$ cat src/rtl/instruction_fetch_if.sv
// Fetch-stage bus: instruction-memory port, control inputs and the IF/ID register outputs.
// The master modport is the fetch unit; the slave modport is the surrounding pipeline/memory.
interface instruction_fetch_if #(
    parameter int ADDR_W  = 4,
    parameter int INSTR_W = 16
);
    logic               start;
    logic               stall;
    logic               branch_en;
    logic [ADDR_W-1:0]  branch_target;
    logic [ADDR_W-1:0]  imem_addr;
    logic [INSTR_W-1:0] imem_instr;
    logic               if_valid;
    logic [INSTR_W-1:0] if_instr;
    logic [ADDR_W-1:0]  if_pc;
    logic               halted;

    modport master (
        input  start,
        input  stall,
        input  branch_en,
        input  branch_target,
        output imem_addr,
        input  imem_instr,
        output if_valid,
        output if_instr,
        output if_pc,
        output halted
    );

    modport slave (
        output start,
        output stall,
        output branch_en,
        output branch_target,
        input  imem_addr,
        output imem_instr,
        input  if_valid,
        input  if_instr,
        input  if_pc,
        input  halted
    );
endinterface

$ cat src/rtl/instruction_fetch.sv
// Fetch stage: PC, combinational imem addressing, IF/ID register, stall/branch/halt control.
// Optional IF_PERF_CNT_EN adds a saturating 16-bit count of valid fetches (perf_fetch_cnt).
module instruction_fetch #(
    parameter int                ADDR_W   = 4,
    parameter int                INSTR_W  = 16,
    parameter logic [ADDR_W-1:0] RESET_PC = '0
) (
    input  logic                       clk,
    input  logic                       rst,
`ifdef IF_PERF_CNT_EN
    output logic [15:0]                perf_fetch_cnt,
`endif
    instruction_fetch_if.master        bus
);

    typedef enum logic [1:0] {
        S_IDLE = 2'd0,
        S_RUN  = 2'd1,
        S_HALT = 2'd2
    } state_t;

    state_t             r_state;
    state_t             w_state_nxt;
    logic [ADDR_W-1:0]  r_pc;
    logic [ADDR_W-1:0]  w_pc_nxt;
    logic               r_if_valid;
    logic               w_if_valid_nxt;
    logic [INSTR_W-1:0] r_if_instr;
    logic [INSTR_W-1:0] w_if_instr_nxt;
    logic [ADDR_W-1:0]  r_if_pc;
    logic [ADDR_W-1:0]  w_if_pc_nxt;
    logic               w_fetch_load;
    logic               w_halt_word;

    assign w_halt_word = (bus.imem_instr == '0);

    // NOTE: every output of this block gets a hold default first, so no path leaves a latch.
    always_comb begin
        w_state_nxt    = r_state;
        w_pc_nxt       = r_pc;
        w_if_valid_nxt = r_if_valid;
        w_if_instr_nxt = r_if_instr;
        w_if_pc_nxt    = r_if_pc;
        w_fetch_load   = 1'b0;

        unique case (r_state)
            S_IDLE: begin
                w_if_valid_nxt = 1'b0;
                if (bus.start) begin
                    w_state_nxt = S_RUN;
                end
            end
            S_RUN: begin
                // Branch outranks stall: the wrong-path word is dropped even under back-pressure.
                if (bus.branch_en) begin
                    w_pc_nxt       = bus.branch_target;
                    w_if_valid_nxt = 1'b0;
                end else if (bus.stall) begin
                    w_pc_nxt = r_pc;
                end else if (w_halt_word) begin
                    w_if_valid_nxt = 1'b0;
                    w_state_nxt    = S_HALT;
                end else begin
                    w_if_instr_nxt = bus.imem_instr;
                    w_if_pc_nxt    = r_pc;
                    w_if_valid_nxt = 1'b1;
                    w_pc_nxt       = r_pc + 1'b1;
                    w_fetch_load   = 1'b1;
                end
            end
            S_HALT: begin
                w_if_valid_nxt = 1'b0;
            end
            default: begin
                w_state_nxt    = S_IDLE;
                w_if_valid_nxt = 1'b0;
            end
        endcase
    end

    // NOTE: sequential state uses non-blocking assignments so all registers update together.
    always_ff @(posedge clk) begin
        if (rst) begin
            r_state    <= S_IDLE;
            r_pc       <= RESET_PC;
            r_if_valid <= 1'b0;
            r_if_instr <= '0;
            r_if_pc    <= '0;
        end else begin
            r_state    <= w_state_nxt;
            r_pc       <= w_pc_nxt;
            r_if_valid <= w_if_valid_nxt;
            r_if_instr <= w_if_instr_nxt;
            r_if_pc    <= w_if_pc_nxt;
        end
    end

`ifdef IF_PERF_CNT_EN
    logic [15:0] r_perf_cnt;

    always_ff @(posedge clk) begin
        if (rst) begin
            r_perf_cnt <= '0;
        end else if (w_fetch_load && (r_perf_cnt != 16'hFFFF)) begin
            r_perf_cnt <= r_perf_cnt + 16'd1;
        end
    end

    assign perf_fetch_cnt = r_perf_cnt;
`endif

    assign bus.imem_addr = r_pc;
    assign bus.if_valid  = r_if_valid;
    assign bus.if_instr  = r_if_instr;
    assign bus.if_pc     = r_if_pc;
    assign bus.halted    = (r_state == S_HALT);

endmodule

$ cat src/flat_wrapper.sv
// flat-port wrapper written by rule: the top's interface ports become plain ports
module instruction_fetch_flat 
#(
    parameter int                ADDR_W   = 4,
    parameter int                INSTR_W  = 16,
    parameter logic [ADDR_W-1:0] RESET_PC = '0
)
  (clk, rst, bus_start, bus_stall, bus_branch_en, bus_branch_target, bus_imem_addr, bus_imem_instr, bus_if_valid, bus_if_instr, bus_if_pc, bus_halted);
  instruction_fetch_if #(.ADDR_W(ADDR_W), .INSTR_W(INSTR_W)) bus_i ();
  input  logic clk;
  input  logic rst;
  input wire logic [$bits(bus_i.start)-1:0] bus_start;
  input wire logic [$bits(bus_i.stall)-1:0] bus_stall;
  input wire logic [$bits(bus_i.branch_en)-1:0] bus_branch_en;
  input wire logic [$bits(bus_i.branch_target)-1:0] bus_branch_target;
  output wire logic [$bits(bus_i.imem_addr)-1:0] bus_imem_addr;
  input wire logic [$bits(bus_i.imem_instr)-1:0] bus_imem_instr;
  output wire logic [$bits(bus_i.if_valid)-1:0] bus_if_valid;
  output wire logic [$bits(bus_i.if_instr)-1:0] bus_if_instr;
  output wire logic [$bits(bus_i.if_pc)-1:0] bus_if_pc;
  output wire logic [$bits(bus_i.halted)-1:0] bus_halted;
  assign bus_i.start = bus_start;
  assign bus_i.stall = bus_stall;
  assign bus_i.branch_en = bus_branch_en;
  assign bus_i.branch_target = bus_branch_target;
  assign bus_imem_addr = bus_i.imem_addr;
  assign bus_i.imem_instr = bus_imem_instr;
  assign bus_if_valid = bus_i.if_valid;
  assign bus_if_instr = bus_i.if_instr;
  assign bus_if_pc = bus_i.if_pc;
  assign bus_halted = bus_i.halted;
  instruction_fetch #(.ADDR_W(ADDR_W), .INSTR_W(INSTR_W), .RESET_PC(RESET_PC)) u_core (.clk(clk), .rst(rst), .bus(bus_i));
endmodule
$ cat config.mk
export PLATFORM = sky130hd
export DESIGN_NAME = instruction_fetch_flat
export DESIGN_NICKNAME = d
export VERILOG_FILES = /design/src/rtl/instruction_fetch_if.sv /design/src/rtl/instruction_fetch.sv /design/src/flat_wrapper.sv
export SDC_FILE = /design/constraint.sdc
export NUM_CORES = 1
export LEC_CHECK = 0
export CAP_MARGIN = 20
export CORE_MARGIN = 4
export CORE_UTILIZATION = 42
export DETAILED_ROUTE_END_ITERATION = 10
export PLACE_DENSITY = 0.75
export SLEW_MARGIN = 10
export SYNTH_ARGS = -nofsm -noshare
export SYNTH_HDL_FRONTEND = slang
export SYNTH_SLANG_ARGS = --single-unit
export TNS_END_PERCENT = 1
$ cat constraint.sdc
create_clock -name clk -period 2.85 [get_ports clk]
set_input_delay 0.57 -clock clk [delete_from_list [all_inputs] [get_ports clk]]
set_output_delay 0.57 -clock clk [all_outputs]
set_load 0.005 [all_outputs]
==> impl_metrics.py, run 1 <==
metrics = {
    "run_status": {
        "status": "complete, no violations",
    },
    "finish": {
        "nFillCells": 310,
        "area_growth_pct": 38.4,
        "antenna_cells": 0,
        "nNetsFinal": 220,
        "drive_gt1_share_pct": 30.1,
        "fin_cells": 239,
        "final_util_pct": 60.2,
    },
    "global_route": {
        "grtUsageTotal_pct": 18.1,
        "first_global_vias": 1312,
        "antenna_found_initial": 0,
        "grt_max_degree": 24,
        "grt_pass1_wl_um": 6270,
        "grt_overflow_total": 0,
    },
    "min_path": {
        "hold-path-cell-count": 2,
        "min_path_type": "flip-flop to flip-flop",
    },
    "logic_synthesis": {
        "synth_nets": 171,
        "synth_top_cell_by_area": "dfxtp_1",
        "ys_ff_latch": 27,
        "synth-edff-count": 0,
        "yosysUniqueCellTypes": 36,
        "ys.flop_type": "dfxtp_1",
        "synthCells": 145,
        "ys_async_sr_fraction_pct": 0,
        "synth.top_cell.area_share_pct": 37.2,
        "syn_avg_cell_area_sq_um": 10.0,
        "syn_area_sq_um": 1450,
        "synth_seq_area_share_pct": 37.2,
        "yosysWarnings": 0,
        "synth_area_leaders": "dfxtp_1 (37%), a21oi_2 (12%), o21ai_2 (11%)",
    },
    "power": {
        "peakVddDrop_v": 0.000172,
        "power_density_nw_per_um2": 350,
        "leakage_nw": 0.628,
        "finalPower_w": 0.000703,
    },
    "clocking": {
        "cts_tree": "yes",
        "ctsResizeCount": 0,
        "cts_hold_buffers": 0,
        "htreeDepth": 1,
        "cts.root.buffer_cell": "clkbuf_4",
        "clock_sinks": 27,
        "clk_latency_ns": 0.31,
        "postCtsSetupBuffers": 0,
        "cts_buffers": 3,
        "clk_pin_slew_ns": 0.14,
        "clock_path_buffers": 2,
    },
    "setup_path": {
        "cp_max_fo": 6,
        "cp_num_buf_inv": 1,
        "reg2reg_depth": 5,
        "crit_chain": "nor2b_1 > clkdlybuf4s50_1",
        "cp_slowest_stage_delay_ns": 0.53,
        "crit_family": "buffers and inverters",
        "cp.arrival_ns": 1.53,
        "cp-start-kind": "flip-flop",
        "crit_type": "flip-flop to primary output",
        "critPathRequiredTime_ns": 2.28,
        "crit_path_top_delay_cell": "clkdlybuf4s50_1",
        "path_depth": 2,
        "critPathCaptureType": "primary output",
    },
    "sta": {
        "worst_pin_slew_ns": 0.413,
        "slew_violations": 0,
        "finalCritPeriodShare_pct": 73.7,
        "finalHoldWorstSlack_ns": 0.474,
        "setup_viol": 0,
        "fin_skew_ns": 0.00307,
        "rsz0062_at_grt": "false",
        "max_freq_mhz": 476,
        "maxSlewHeadroom_pct": 72.4,
        "fin_setup_tns_ns": 0,
        "fin_crit_ns": 2.10,
        "hold_viol_final": 0,
    },
    "floorplan": {
        "core_area_sq_um": 3340,
        "num_io_pins": 51,
        "die_h_um": 66.8,
        "dieArea_sq_um": 4460,
        "start_util_pct": 43.5,
        "rows": 21,
        "die_w_um": 66.8,
    },
    "drt": {
        "viasPerCell": 5.35,
        "drt_iter0_drc": 75,
        "wl_met1_um": 1650,
        "routed.top_layer": "met4",
        "dr.pass1.iters": 4,
        "vias": 1278,
        "antenna_left": 0,
        "wl_met2_um": 1770,
        "route.met3.wl_um": 231,
        "drt-total-wl_um": 3680,
        "wl_per_cell_um": 15.4,
        "drc": 0,
    },
    "job": {
        "maxCapViolations": 0,
    },
    "placement": {
        "gp_congestion": 0.818,
        "dp.cells": 235,
        "hpwl_um": 2770,
        "port_buffers": 50,
    },
}
## placed cells by master (no fill, tap or decap), types with 3 or more instances in the layout
cell type and instances:
clkdlybuf4s50_1 50, dfxtp_1 27, nand3_1 21, a21oi_2 20, o21ai_2 19, buf_4 6
nor4_4 4, nor2_1 4, a21oi_1 4, nand2_1 3, clkbuf_4 3
## layer usage
layer / up-vias / GRT usage [%]
met5: - / 0
met4: 0 / 5.08
met3: 2 / 4.38
met2: 42 / 29.0
met1: 591 / 24.1
li1: 643 / -
## tightest hold or removal path: stages (launching register included)
cell and delay (ns):
dfxtp_1 0.34, o21ai_2 0.06, a21oi_2 0.05
## power by group
part	total [W]	internal, W	switching, W
combinational	0.000137	0.0000751	0.0000615
sequential	0.000402	0.000390	0.0000122
clock	0.000164	0.0000546	0.000110
total	0.000703	0.000519	0.000183
## flip-flops by register name (all words and copies together) (netlist names)
signal                flops
u_core.bus.if_instr      16
u_core.bus.if_valid       1
u_core.bus.imem_addr      4
u_core.r_state            2
u_core.bus.if_pc          4
## per-stage QoR
step	setup WS, ns	area, sq um
6_report	0.751	2010
3_5_place_dp	0.475	1980
2_1_floorplan	1.16	1450
3_3_place_gp	0.532	1980
4_1_cts	0.737	2010
5_1_grt	0.624	2010
## final timing paths
path / slack [ns] / start / to
setup reg to reg: 1.33 / u_core.r_state[0] / u_core.bus.imem_addr[0]
hold / removal: 0.47 / u_core.bus.if_pc[2] / u_core.bus.if_pc[2]
hold reg to reg: 0.47 / u_core.bus.if_pc[2] / u_core.bus.if_pc[2]
setup / recovery: 0.75 / u_core.r_state[1] / bus_halted
## synthesized netlist by cell type, types with 2 or more instances
library cell / count
o21ai_2: 19
nor2_1: 4
nor3_1: 3
nor4_4: 4
nor2b_1: 2
nand2_1: 3
dfxtp_1: 27
nand3b_1: 2
clkbuf_1: 4
inv_1: 2
nand3_1: 21
nor4_1: 2
buf_8: 2
a21oi_2: 20
mux2i_1: 2
buf_2: 5
a21oi_1: 4
## logic make-up after synthesis
family	Yosys count	share of synthesized area (%)
adder cells (fa/ha/maj)	1	0.862
flip-flops	27	37.2
multiplexers	4	2.93
buffers and inverters	14	5.86
AO/OA/AOI/OAI	53	30.6
AND/OR/NAND/NOR	46	22.5
## final cells by class
| type | instances | area, sq um | share of cell area [%] |
|---|---|---|---|
| flip-flops and latches | 27 | 541 | 26.9 |
| repair buffers | 56 | 546 | 27.2 |
| multi-input cells | 104 | 831 | 41.4 |
| well taps | 46 | 57.6 | 2.87 |
| inverters | 2 | 7.51 | 0.374 |
| clock buffers | 4 | 26.3 | 1.31 |
(Power assumes the default switching activity.)
==> run 2: changes to the inputs <==
Clock period 2.85 ns to 2.1 ns, I/O delays scaled along.
==> run 2 against run 1 <==
Sequential share of layout area shrank 0.77 points. Final cell count rose by 2.5%. Critical path type unchanged. Highest routed layer unchanged. Design area rose by 2.9%.
==> impl_metrics.py, run 2 (synthesis results as in run 1) <==
metrics = {
    "sta": {
        "fin_crit_ns": 1.95,
        "setup_viol": 0,
        "slew_violations": 0,
        "rsz0062_at_grt": "false",
        "fin_skew_ns": 0.00505,
        "finalCritPeriodShare_pct": 92.9,
        "maxSlewHeadroom_pct": 78.9,
        "hold_viol_final": 0,
        "worst_slack_ns": 0.149,
        "worst_pin_slew_ns": 0.317,
        "fin_setup_tns_ns": 0,
        "max_freq_mhz": 513,
    },
    "clocking": {
        "htreeDepth": 1,
        "clk_pin_slew_ns": 0.15,
        "postCtsSetupBuffers": 0,
        "clock_sinks": 27,
        "cts_buffers": 3,
        "clk_latency_ns": 0.32,
        "cts.root.buffer_cell": "clkbuf_4",
        "cts_hold_buffers": 0,
        "ctsResizeCount": 0,
        "cts_tree": "yes",
        "clock_path_buffers": 2,
    },
    "global_route": {
        "grt_max_degree": 21,
        "grt_overflow_total": 0,
        "first_global_vias": 1379,
        "antenna_found_initial": 0,
        "grtUsageTotal_pct": 18.1,
        "grt_pass1_wl_um": 6270,
    },
    "placement": {
        "dp_slack_ns": -0.00550,
        "placed_area_sq_um": 2040,
        "port_buffers": 50,
        "dp.cells": 241,
        "hpwl_um": 2880,
        "gp_congestion": 0.900,
    },
    "setup_path": {
        "cp-start-kind": "flip-flop",
        "crit_chain": "nor2b_1 > clkdlybuf4s50_1",
        "crit_path_top_delay_cell": "clkdlybuf4s50_1",
        "reg2reg_depth": 5,
        "startpoint": "u_core.r_state[1]",
        "critPathRequiredTime_ns": 1.68,
        "rr_startpoint": "u_core.r_state[0]",
        "cp_max_fo": 6,
        "worstReg2RegEnd": "u_core.bus.imem_addr[0]",
        "reg2reg_slack_ns": 0.62,
        "critPathCaptureType": "primary output",
        "crit_type": "flip-flop to primary output",
        "cp.arrival_ns": 1.53,
        "cp_slowest_stage_delay_ns": 0.53,
        "crit_end": "bus_halted",
    },
    "floorplan": {
        "num_io_pins": 51,
        "rows": 21,
        "core_area_sq_um": 3340,
        "die_h_um": 66.8,
        "start_util_pct": 43.5,
        "dieArea_sq_um": 4460,
        "die_w_um": 66.8,
    },
    "drt": {
        "antenna_left": 0,
        "wl_per_cell_um": 15.2,
        "viasPerCell": 5.36,
        "drt_iter0_drc": 57,
        "vias": 1312,
        "dr.pass1.iters": 4,
        "drt-total-wl_um": 3720,
        "drc": 0,
    },
    "finish": {
        "nNetsFinal": 226,
        "nFillCells": 291,
        "area_growth_pct": 42.4,
        "stdcell_area_sq_um": 2070,
        "drive_gt1_share_pct": 32.7,
        "fin_cells": 245,
        "antenna_cells": 0,
        "final_common_cell": "clkdlybuf4s50_1",
        "largest_reg_flops": 16,
        "final_cell_mix": "clkdlybuf4s50_1 (50), dfxtp_1 (27), nand3_1 (21), a21oi_2 (20), o21ai_2 (19)",
    },
    "power": {
        "p_seq_share_pct": 56.9,
        "p_comb_share_pct": 19.6,
        "leakage_nw": 0.661,
        "p_switching_w": 0.000253,
        "intPower_w": 0.000705,
        "power_density_nw_per_um2": 463,
        "peakVddDrop_v": 0.000311,
        "clkPwrFrac_pct": 23.5,
        "switching_share_pct": 26.4,
    },
    "run_status": {
        "status": "complete, no violations",
    },
    "job": {
        "maxCapViolations": 0,
    },
    "min_path": {
        "min_path_type": "flip-flop to flip-flop",
    },
}
run 2: cell count changes in the layout (fill, tap and decap cells not counted), sizes merged:
cell    change
clkinv      +1
clkbuf      -1
buf         +6
run 2: through the flow:
step / util, % / hold WS, ns / total power [W]
6_report: 61.9 / 0.474 / 0.000958
5_1_grt: 61.9 / 0.495 / 0.00101
4_1_cts: 61.9 / 0.479 / 0.000971
3_5_place_dp: 61.1 / 0.458 / 0.000744
3_3_place_gp: 61.1 / 0.452 / 0.000740
2_1_floorplan: - / 0.463 / 0.000631
run 2: power groups by stage:
stage / Sequential [W] / Clock (W) / Combinational, W
floorplan: 0.000554 / 0 / 0.0000769
global placement: 0.000556 / 0 / 0.000184
detailed placement: 0.000556 / 0 / 0.000188
CTS: 0.000545 / 0.000237 / 0.000189
global route: 0.000548 / 0.000262 / 0.000201
finish: 0.000545 / 0.000225 / 0.000188
run 2: per-layer routing:
| layer | track usage, % | wire length, um |
|---|---|---|
| met1 | 21.3 | 1640 |
| met2 | 32.7 | 1820 |
| met3 | 3.37 | 237 |
| met4 | 5.84 | 21 |
| met5 | 0 | 0 |
run 2: cell type report:
cell class	instances	area [sq um]	area share [%]
well taps	46	57.6	2.78
repair buffers	62	603	29.2
flip-flops and latches	27	541	26.2
clock buffers	3	22.5	1.09
inverters	2	7.51	0.363
multi-input cells	104	831	40.2
clock inverters	1	5.00	0.242
run 2: how the worst min path moves through the flow:
stage	from	end	slack, ns	cells past startpoint
5_1_grt	u_core.bus.if_instr[8]	u_core.bus.if_instr[8]	0.49	2
4_1_cts	u_core.bus.if_instr[8]	u_core.bus.if_instr[8]	0.48	2
3_3_place_gp	u_core.bus.if_instr[0]	u_core.bus.if_instr[0]	0.45	2
2_1_floorplan	u_core.bus.if_instr[0]	u_core.bus.if_instr[0]	0.46	2
6_report	u_core.bus.if_instr[8]	u_core.bus.if_instr[8]	0.47	2
3_5_place_dp	u_core.bus.if_instr[8]	u_core.bus.if_instr[8]	0.46	2
run 2: critical path, delay by kind of cell, from the launching register on:
family	cells	cell delay, ns
buffers and inverters	1	0.53
DFF	1	0.47
and+or+nand+nor	1	0.21
==> RTL change 1 (config.mk and constraints of run 2) <==
`INSTR_W` is set to 16 in 3 places; all go to 18.
--- a/src/rtl/instruction_fetch_if.sv
+++ b/src/rtl/instruction_fetch_if.sv
@@ -3,5 +3,5 @@
 interface instruction_fetch_if #(
     parameter int ADDR_W  = 4,
-    parameter int INSTR_W = 16
+    parameter int INSTR_W = 18
 );
     logic               start;
--- a/src/rtl/instruction_fetch.sv
+++ b/src/rtl/instruction_fetch.sv
@@ -3,5 +3,5 @@
 module instruction_fetch #(
     parameter int                ADDR_W   = 4,
-    parameter int                INSTR_W  = 16,
+    parameter int                INSTR_W  = 18,
     parameter logic [ADDR_W-1:0] RESET_PC = '0
 ) (
--- a/src/flat_wrapper.sv
+++ b/src/flat_wrapper.sv
@@ -3,5 +3,5 @@
 #(
     parameter int                ADDR_W   = 4,
-    parameter int                INSTR_W  = 16,
+    parameter int                INSTR_W  = 18,
     parameter logic [ADDR_W-1:0] RESET_PC = '0
 )
Ports: changed (resized bus_if_instr and bus_imem_instr); port bits go from 51 to 55. No check against the original RTL was run, so the function may have changed too.
==> RTL change 1 against run 2 <==
- via count fell by 2.1%
- critical path type is now in -> reg
- critical endpoint is now u_core.bus.if_pc[1]
- design area up 5.6%
- highest routed layer unchanged
- power up 20%
- setup slack better by 0.061 ns
- final cell count up 5.7%
- clock power grew 71%
- hold slack improved by 0.0021 ns
- sequential share of layout area grew 0.46 points
- routed wire length is 1.7% lower
- sequential cell count grew 2
- synthesized area is 0.43% higher
- count of clock-buffer cells in the layout rose by 4
==> RTL change 1: results (changes against run 2) <==
| Metric | Value |
|---|---|
| Status | `finished, final reports clean` |
| Via density per instance | `4.96 (-7.4%)` |
| Worst-Skew Late Latency | `0.32 ns (about the same)` |
| Share of layout cells above drive strength 1 | `14.1% (-19 points)` |
| DR iter-0 viols | `41 (-28%)` |
| Antenna violations before repair | `0 (unchanged)` |
| Reg clk slew, reported paths | `0.10 ns (-0.05 ns)` |
| Filler instances | `302 (+3.8%)` |
| H-tree depth | `2 (+1)` |
| DR DRC count | `0 (unchanged)` |
| List of most frequent post-synthesis cells | `nand2b_1 (44), dfxtp_1 (29), mux2i_1 (24)` |
| Gpl congestion | `0.858 (-4.7%)` |
| Warnings, synthesis | `0 (unchanged)` |
| Max FO, Critical Path | `5 (-1)` |
| DR WL/cell | `14.1 um (-7.0%)` |
| Diode count | `0 (unchanged)` |
| Postcts setup bufs | `0 (unchanged)` |
| Design area | `2180 um2 (+5.6%)` |
| CTS root buffer | `clkbuf_4` |
| Top cells by area, synth | `dfxtp_1 (40%), nand2b_1 (19%), mux2i_1 (16%)` |
| Slew @ Worst Pin | `0.394 ns (+0.0770 ns)` |
| Synth cell types | `34 (-5.6%)` |
| Post-synthesis sequential area ratio | `39.8% (+2.6 points)` |
| Min-delay worst type | `reg -> reg` |
| Syn Nets | `176 (+2.9%)` |
| Top FF cell, synth | `dfxtp_1` |
| First-pass GRT wire length | `6060 um (-3.3%)` |
| Critical path data arrival time | `2.15 ns (+0.62 ns)` |
| Maximum capacitance violations | `0 (unchanged)` |
| Dpl ws | `-0.138 ns (-0.132 ns)` |
| Pin count of the biggest net entering global routing | `27 (+29%)` |
| Maximum VDD drop | `391 uV (+26%)` |
| Gr usage total | `18.2% (+0.074 points)` |
| Buffers on Ports | `54 (+8.0%)` |
| Clock Skews | `0.00838 ns (+0.00333 ns)` |
| Num CTS Buffers | `5 (+2)` |
| Number of global-route vias before repair | `1377 (-0.15%)` |
| PostCTS Resize Cnt | `0 (unchanged)` |
| Max reg flops | `18 (+2)` |
| CTS Hold Bufs | `0 (unchanged)` |
| Async set or reset register ratio after synthesis | `0% (unchanged)` |
| Post-DP HPWL | `2850 um (-1.1%)` |
| Area post-placement | `2110 um2 (+3.6%)` |
| Nets | `240 (+6.2%)` |
| Clock buffer depth | `2 (unchanged)` |
| First-pass DRT Iterations | `4 (unchanged)` |
| Leak pwr | `0.800 nW (+21%)` |
## RTL change 1: cell families after synthesis
kind of cell / synth area share, %
compound gates: 9.01
simple gates: 29.5
buf+inv: 4.29
flops: 39.8
fa+ha+maj: 0.858
mux: 16.5
## RTL change 1: worst paths after layout
path                            from                      end  slack [ns]  cells after the start
max reg2reg        u_core.r_state[1]  u_core.bus.if_instr[14]        0.51                      5
min          u_core.bus.if_instr[10]  u_core.bus.if_instr[10]        0.48                      2
max                bus_imem_instr[3]      u_core.bus.if_pc[1]        0.21                      5
min reg2reg  u_core.bus.if_instr[10]  u_core.bus.if_instr[10]        0.48                      2
## RTL change 1: where the power goes
group	internal (W)	switching, W
Sequential	0.000566	0.0000117
Combinational	0.000120	0.0000702
Clock	0.000194	0.000191
## RTL change 1: layer usage
layer	part of all wire (%)	up-vias	track usage, %
li1	-	641	-
met1	44	600	21.1
met2	49	39	30.3
met3	5.4	5	4.72
met4	1.5	0	9.62
met5	0	-	0
## RTL change 1: cell type report
type | instances | share of cell area [%]
Sequential cell | 29 | 26.6
Timing Repair Buffer | 65 | 29.7
Multi-Input combinational cell | 109 | 37.5
Clock inverter | 1 | 0.229
Clock buffer | 7 | 2.98
Tap cell | 46 | 2.64
Inverter | 2 | 0.344
## RTL change 1: through the flow
step	std cells	power, W
3_5_place_dp	251	0.000782
5_1_grt	259	0.00121
6_report	259	0.00115
4_1_cts	259	0.00117
2_1_floorplan	148	0.000672
3_3_place_gp	251	0.000777
## RTL change 1: critical path: stages
cell             delay, ns
clkdlybuf4s50_1       0.41
or4_4                 0.57
or2_4                 0.28
o21ai_4               0.24
mux2i_1               0.22
==> RTL change 2 (settings of run 2) <==
Made on the original files. Re-encode `state_t` (3 states) as one-hot, 3 bits wide.
--- a/src/rtl/instruction_fetch.sv
+++ b/src/rtl/instruction_fetch.sv
@@ -14,8 +14,8 @@
 );
 
-    typedef enum logic [1:0] {
-        S_IDLE = 2'd0,
-        S_RUN  = 2'd1,
-        S_HALT = 2'd2
+    typedef enum logic [2:0] {
+        S_IDLE = 3'b001,
+        S_RUN  = 3'b010,
+        S_HALT = 3'b100
     } state_t;
 
Check against the original RTL: no difference found for any inputs over 10 cycles, from zero or initial values and one cycle with rst high; not proved beyond that.
==> RTL change 2 against run 2 <==
- synthesized area down 11%
- power is 4.2% higher
- routed wire length fell by 6.7%
- count of clock-buffer cells in the layout unchanged
- sequential power about the same
- design area is 8.2% lower
- register-to-register slack improved by 0.02 ns
- setup slack worse by 0.016 ns
- sequential cell count rose by 1
- critical path type unchanged
- highest routed layer unchanged
==> RTL change 2: results (changes against run 2) <==
| Metric | Value |
|---|---|
| Status | `finished, final reports clean` |
| Finished Layout Cells | `233 (-4.9%)` |
| Minimum clock period | `1.97 ns (+0.0163 ns)` |
| Number of global-route vias before repair | `1272 (-7.8%)` |
| Syn Nets | `178 (+4.1%)` |
| Top cells by area, synth | `dfxtp_1 (43%), a21oi_1 (10%), nand3_1 (8.1%)` |
| Internal | `0.000794 W (+13%)` |
| CP max stage delay | `0.55 ns (+0.02 ns)` |
| CTS root buffer | `clkbuf_4` |
| Filler instances | `253 (-13%)` |
| Max FO, Critical Path | `7 (+1)` |
| Reg2Reg Depth | `4 (-1)` |
| Clock Skews | `0.0116 ns (+0.00651 ns)` |
| Dpl ws | `-0.0966 ns (-0.0911 ns)` |
| Setup crit start | `u_core.r_state[2]` |
| Worst R2R Start | `u_core.r_state[1]` |
| Hold Slack | `0.488 ns (+0.0136 ns)` |
| DR iter-0 viols | `114 (+100%)` |
| Worst reg2reg endpoint | `u_core.bus.imem_addr[3]` |
| Worst slew margin | `74.3% (-4.6 points)` |
| List of most frequent post-synthesis cells | `dfxtp_1 (28), a21oi_1 (26), nand3_1 (21)` |
| Post-DP HPWL | `2580 um (-10%)` |
| Multiplexer share of the synthesized area | `2.52% (-0.41 points)` |
| Pin count of the biggest net entering global routing | `27 (+29%)` |
| Via density per instance | `5.76 (+7.5%)` |
| Hold Crit Endpoint | `u_core.bus.if_instr[15]` |
| First-pass GRT wire length | `5910 um (-5.6%)` |
| Critical path data arrival time | `1.55 ns (+0.02 ns)` |
| Gpl congestion | `0.807 (-10%)` |
| Share of layout cells above drive strength 1 | `8.91% (-24 points)` |
| Leak pwr | `0.626 nW (-5.4%)` |
| Compound-Gate Fraction of Synth Area | `23.5% (-7.1 points)` |
| PostCTS Resize Cnt | `1 (+1)` |
| Syn avg cell area | `8.49 um2 (-15%)` |
| DR WL/cell | `14.9 um (-1.9%)` |
| R2R Setup Slk | `0.64 ns (+0.02 ns)` |
| Area post-placement | `1840 um2 (-9.8%)` |
| Synth cell types | `35 (-2.8%)` |
| Gr usage total | `17.6% (-0.51 points)` |
RTL change 2: tightest hold or removal path, cell delays in order (launching register included):
cell,delay [ns]
dfxtp_1,0.34
o21ai_0,0.06
a21oi_1,0.06
RTL change 2: final cells by class:
cell class	instances	area (um2)	area share [%]
flip-flops and latches	28	562	29.6
clock buffers	3	22.5	1.19
well taps	31	38.8	2.04
inverters	2	7.51	0.396
clock inverters	1	30.0	1.58
multi-input cells	109	644	33.9
repair buffers	59	593	31.2
RTL change 2: metal layers:
metal | up-vias | global-route usage, % | wire length [um]
li1 | 663 | - | -
met1 | 625 | 22.9 | 1530
met2 | 51 | 28.9 | 1660
met3 | 2 | 3.73 | 257
met4 | 0 | 5.39 | 28
met5 | - | 0 | 0
RTL change 2: power by group through the flow:
stage,Clock [W],Sequential (W),Combinational (W)
finish,0.000351,0.000545,0.000102
global route,0.000374,0.000547,0.000111
CTS,0.000356,0.000545,0.000102
detailed placement,0,0.000556,0.000101
global placement,0,0.000556,0.0000994
floorplan,0,0.000555,0.0000340
